===== src/rtl/if_pc_gen.sv =====
// Instruction-fetch PC generator with IF/ID pipeline register and RUN/HALT control.
// Optional build macro FETCH_CNT_EN adds a saturating count of valid fetches on port fetch_cnt.
//
// state | meaning
// RUN   | fetching; redirect > halt_req > stall > advance each cycle
// HALT  | pc frozen, IF/ID invalid; only resume (or reset) leaves
module if_pc_gen #(
    parameter logic [31:0] RESET_PC = 32'h0000_3000
) (
    input  logic        clk,
    input  logic        rst,
    input  logic [31:0] pc_next_in,
    input  logic        redirect,
    input  logic [31:0] redirect_pc,
    input  logic        stall,
    input  logic        flush,
    input  logic        halt_req,
    input  logic        resume,
    output logic [31:0] pc,
    output logic        ifhalt,
    output logic [31:0] ifid_pc,
    output logic        ifid_valid,
    output logic        misalign_err
`ifdef FETCH_CNT_EN
    ,
    output logic [31:0] fetch_cnt
`endif
);

    typedef enum logic {
        RUN  = 1'b0,
        HALT = 1'b1
    } state_t;

    state_t      state_q, state_d;
    logic [31:0] pc_q, pc_d;
    logic [31:0] ifid_pc_q, ifid_pc_d;
    logic        ifid_valid_q, ifid_valid_d;
    logic        misalign_q, misalign_d;
    logic        fetch_fire;

    // Next-state and datapath selection; the incrementer result is only taken on advance.
    always_comb begin
        state_d      = state_q;
        pc_d         = pc_q;
        ifid_pc_d    = ifid_pc_q;
        ifid_valid_d = ifid_valid_q;
        misalign_d   = misalign_q;
        fetch_fire   = 1'b0;
        unique case (state_q)
            RUN: begin
                if (redirect) begin
                    pc_d         = {redirect_pc[31:2], 2'b00};
                    ifid_valid_d = 1'b0;
                    if (redirect_pc[1:0] != 2'b00) begin
                        misalign_d = 1'b1;
                    end
                end else if (halt_req) begin
                    state_d      = HALT;
                    ifid_valid_d = 1'b0;
                end else if (stall) begin
                    if (flush) begin
                        ifid_valid_d = 1'b0;
                    end
                end else begin
                    ifid_pc_d    = pc_q;
                    ifid_valid_d = !flush;
                    pc_d         = pc_next_in;
                    fetch_fire   = !flush;
                end
            end
            HALT: begin
                ifid_valid_d = 1'b0;
                if (resume) begin
                    state_d = RUN;
                end
            end
            default: begin
                state_d = RUN;
            end
        endcase
    end

    // Pipeline state registers with synchronous reset.
    always_ff @(posedge clk) begin
        if (rst) begin
            state_q      <= RUN;
            pc_q         <= RESET_PC;
            ifid_pc_q    <= 32'h0;
            ifid_valid_q <= 1'b0;
            misalign_q   <= 1'b0;
        end else begin
            state_q      <= state_d;
            pc_q         <= pc_d;
            ifid_pc_q    <= ifid_pc_d;
            ifid_valid_q <= ifid_valid_d;
            misalign_q   <= misalign_d;
        end
    end

`ifdef FETCH_CNT_EN
    logic [31:0] fetch_cnt_q, fetch_cnt_d;

    // Saturating increment whenever IF/ID captures a real instruction.
    always_comb begin
        fetch_cnt_d = fetch_cnt_q;
        if (fetch_fire && (fetch_cnt_q != 32'hFFFF_FFFF)) begin
            fetch_cnt_d = fetch_cnt_q + 32'd1;
        end
    end

    // Fetch counter register.
    always_ff @(posedge clk) begin
        if (rst) begin
            fetch_cnt_q <= 32'h0;
        end else begin
            fetch_cnt_q <= fetch_cnt_d;
        end
    end

    assign fetch_cnt = fetch_cnt_q;
`else
    logic unused_fetch_fire;
    assign unused_fetch_fire = fetch_fire;
`endif

    assign pc           = pc_q;
    assign ifhalt       = (state_q == HALT);
    assign ifid_pc      = ifid_pc_q;
    assign ifid_valid   = ifid_valid_q;
    assign misalign_err = misalign_q;

endmodule


===== config.mk =====
export PLATFORM = sky130hd
export DESIGN_NAME = if_pc_gen
export DESIGN_NICKNAME = d
export VERILOG_FILES = /design/src/rtl/if_pc_gen.sv
export SDC_FILE = /design/constraint.sdc
export NUM_CORES = 1
export LEC_CHECK = 0
export CAP_MARGIN = 20
export CORE_MARGIN = 2
export CORE_UTILIZATION = 44
export DETAILED_ROUTE_END_ITERATION = 7
export GPL_TIMING_DRIVEN = 0
export PLACE_DENSITY_LB_ADDON = 0.05
export SLEW_MARGIN = 20
export SYNTH_ARGS = -nofsm -noshare
export SYNTH_HDL_FRONTEND = slang
export SYNTH_SLANG_ARGS = --single-unit

===== constraint.sdc =====
create_clock -name clk -period 2.55 [get_ports clk]
set_input_delay 0.51 -clock clk [delete_from_list [all_inputs] [get_ports clk]]
set_output_delay 0.51 -clock clk [all_outputs]
set_load 0.005 [all_outputs]

# Word level (Yosys, flattened, before mapping)
# Cells that the tools add are included.
word_totals:
  output_inout_bits: 67
  inputBits: 71
  wordCells: 29
  register_bits: 67
op_classes:
  n_eq_ne: 3
  reduce_logical: 5
  mux: 12
  n_bitwise: 4
op_table:
  columns: ["operator", "count"]
  rows:
  - ["$mux W32", 3]
  - ["$mux W1", 7]
  - ["$reduce_and A3 Y1", 2]
  - ["$ne A5 B5 Y1 const B", 1]
  - ["$ne A2 B2 Y1 const B", 2]
  - ["$not A1 Y1", 4]
  - ["$pmux W1 S2", 2]
  - ["$reduce_and A4 Y1", 1]
  - ["$reduce_bool A2 Y1", 1]
  - ["$logic_not A1 Y1", 1]

# Logic depth before layout (Yosys ltp)
logic_depth:
  word_depth: 5
  ltp_mapped: 6
  mapped_depth_nobuf: 3

# Worst setup path after synthesis
# OpenSTA, ideal clock, no wires.
synth_timing:
  kind: "in2reg"
  from: "input redirect"
  to: "register ifid_pc_q[12] (netlist: ifid_pc[12])"
  setup_slack_ps: 1004
  arrival_time_ps: 1415
  stages: 5
  required_ps: 2419
  setup_ps: 131
  n_path_buf: 2
  path_cell_list: "or4_1 -> buf_2 -> buf_6 -> nand2_1 -> a21oi_2"
synth_between:
  elab_chain_cells: 2
synth_lines:
  columns: ["element", "line_no", "text"]
  rows:
  - ["start: declaration", "13", "input logic redirect,"]
  - ["$not A1 Y1 (no line)", null, null]
  - ["$reduce_and A4 Y1 (no line)", null, null]
  - ["end signal: assignment", "95", "ifid_pc_q <= ifid_pc_d;"]
  - ["end: declaration", "37", "logic [31:0] ifid_pc_q, ifid_pc_d;"]
# No other way between the ends.
# A chain may end at the register's enable or synchronous reset.

# Worst setup path in the final report
layout_timing:
  from: "input stall"
  to: "register ifid_pc_q[3] (netlist: ifid_pc[3])"
layout_between:
  elab_chain_cells: 2
layout_lines:
  columns: ["element", "line_no", "text"]
  rows:
  - ["start: declaration", "15", "input logic stall,"]
  - ["$not A1 Y1 (no line)", null, null]
  - ["$reduce_and A4 Y1 (no line)", null, null]
# No other way between the ends.

==> flow_summary.json <==
{
  "postSynthCellCount": 306,
  "dieArea_sq_um": 7200,
  "maxCapViolations": 0,
  "drive_gt1_share_pct": 13.8,
  "firstDrtPassIters": 4,
  "finalMaxSlewViolations": 0,
  "peakVddDrop_mv": 0.322,
  "yosys_warnings": 0,
  "via_per_inst": 5.14,
  "grt-ovfl-total": 0,
  "setup_ws_ns": 0.757,
  "synth_cell_type_count": 19,
  "slowest_delay_ns": 0.52,
  "clk_path_buf_depth": 2,
  "ioPinCount": 138,
  "ys_seq_elements": 67,
  "die_x_um": 84.8,
  "cts_setup_buffers": 0,
  "core_area_sq_um": 6350,
  "fin_cells": 533,
  "drt_iter0_markers": 91,
  "root_buffer": "clkbuf_8",
  "gp_congestion": 0.760,
  "holdBufCountCts": 0,
  "finalSetupViolCount": 0,
  "cts_buffers": 9,
  "place_inst": 519,
  "status": "finished, final reports clean",
  "grt_max_degree": 11,
  "port_buffers": 136,
  "critPathArrivalTime_ns": 1.98,
  "power_density_nw_per_um2": 558,
  "cp_cell_sequence": "clkdlybuf4s50_1, or4_1, buf_2, buf_6, nand2_1, a21oi_1",
  "p_leak_nw": 1.67,
  "detail_route.wl_per_cell_um": 14.7,
  "grt_pass1_vias": 2632,
  "slowest_stage": "or4_1",
  "crit_type": "input port to flop",
  "start_kind": "input port",
  "htreeDepth": 3,
  "hold_viol_final": 0,
  "finClkSkew_ns": 0.0108,
  "relSlewSlack_pct": 66.1,
  "antenna_cells": 0,
  "placed_cell_area_sq_um": 4330,
  "max_freq_ghz": 0.558,
  "grt_pass1_wl_mm": 12.6,
  "numClockSinks": 67,
  "fin_crit_ns": 1.79,
  "syn2layout_area_growth_pct": 57.7,
  "grt_setup_unrepaired": "no",
  "clk_latency_ns": 0.33,
  "vias": 2741,
  "cp-end-kind": "flop",
  "grt_use_total_pct": 22.1,
  "tns_ns": 0,
  "final_cell_area_sq_um": 4530,
  "fin_crit_sh_pct": 70.3,
  "worst-path-buf-inv": 3,
  "antenna_left": 0,
  "cts.repair.resized": 0,
  "seq_area_frac_synth_pct": 46.6,
  "initial_core_util_pct": 45.3,
  "cp_max_fo": 10,
  "die_h_um": 84.8,
  "hold_class": "flop to flop",
  "drc": 0,
  "rows": 29,
  "tightest_slew_ns": 0.504,
  "syn_area_sq_um": 2880,
  "cts_tree": "built",
  "cpLargestDelayFamily": "buffers and inverters",
  "antenna_found_initial": 0,
  "drt_wl_total_mm": 7.85,
  "clk_pin_slew_ns": 0.06,
  "dp_hpwl_mm": 5.87,
  "syn_nets": 377,
  "required_ns": 2.74,
  "nets": 524,
  "place_ws_ns": 0.407,
  "syn_area_per_cell_sq_um": 9.40
}
[metrics by stage]
stage	util [%]	power, mW	hold slack [ns]
after floorplan	-	1.38	0.442
final	71.4	2.53	0.452
after global placement	68.2	1.65	0.439
after global routing	71.4	2.64	0.471
after CTS	71.4	2.54	0.454
after detailed placement	68.2	1.66	0.445
[metal layers]
metal	vias up	routed length [um]	GRT usage (%)	part of all wire [%]
met1	1291	3350	27.3	43
li1	1356	-	-	-
met4	0	89	8.37	1.1
met5	-	0	0	0
met2	84	3870	37.0	49
met3	10	545	5.93	6.9
[cell type report]
| class | instances | area [sq um] |
|---|---|---|
| plain buffers | 29 | 175 |
| clock buffers | 12 | 165 |
| clock inverters | 2 | 35.0 |
| fillers | 544 | 1820 |
| inverters | 4 | 15.0 |
| multi-input cells | 206 | 1340 |
| flip-flops and latches | 67 | 1340 |
| well taps | 77 | 96.3 |
| repair buffers | 136 | 1360 |
[synthesized netlist by cell type]
cell type | number | area, sq um
a211oi_1 | 30 | 225
a21oi_1 | 35 | 175
a21oi_2 | 1 | 8.76
buf_2 | 11 | 55.1
buf_6 | 7 | 78.8
clkbuf_1 | 11 | 41.3
dfxtp_1 | 67 | 1340
inv_1 | 4 | 15.0
mux2i_1 | 30 | 300
nand2_1 | 66 | 248
nor2_1 | 5 | 18.8
nor2b_1 | 2 | 12.5
nor3b_1 | 1 | 7.51
nor4_1 | 1 | 6.26
nor4_4 | 1 | 21.3
o211ai_1 | 1 | 7.51
o21ai_0 | 3 | 15.0
o21ba_2 | 29 | 290
or4_1 | 1 | 7.51
[registers in the layout (all words and copies together) (netlist names)]
register,count
ifid_pc,32
pc,32
ifhalt,1
ifid_valid,1
misalign_err,1
[cell families after synthesis]
family	count (synthesis)	synth area share, %
DFF	67	46.6
AOI/OAI and AO/OA	99	25.1
buffers and inverters	33	6.61
and+or+nand+nor	77	11.2
muxes	30	10.4
[cells in the final DEF (no fill, tap or decap), types with 2 or more instances in the layout]
cell,count
nor2_1,5
dfxtp_1,67
mux2i_1,30
o21ba_2,29
a211oi_1,30
o21ai_0,3
buf_6,7
a21oi_1,35
clkbuf_8,12
buf_2,11
nor2b_1,2
nand2_1,66
clkdlybuf4s50_1,136
clkbuf_1,11
inv_1,4
[worst register-to-register path, delay by kind of cell, from the launching register on]
family          cells  cell delay, ns
buf+inv             3            0.50
compound gates      1            0.06
flops               1            0.31
simple gates        2            0.47
[worst paths after layout]
kind	startpoint	to	slack (ns)	depth (start not counted)
setup / recovery	stall	ifid_pc[3]$_SDFFE_PP0P_	0.76	6
hold / removal	ifid_pc[2]$_SDFFE_PP0P_	ifid_pc[2]$_SDFFE_PP0P_	0.45	2
setup reg to reg	ifhalt$_SDFF_PP0_	ifid_pc[3]$_SDFFE_PP0P_	1.07	6
hold reg to reg	ifid_pc[2]$_SDFFE_PP0P_	ifid_pc[2]$_SDFFE_PP0P_	0.45	2
[report_power, final]
| group | leakage, nW | internal (mW) | switching, mW |
|---|---|---|---|
| Sequential | 0.549 | 1.11 | 0.0403 |
| Combinational | 1.02 | 0.312 | 0.177 |
| Clock | 0.104 | 0.520 | 0.374 |
No activity file was read; power rests on OpenSTA's default activity.
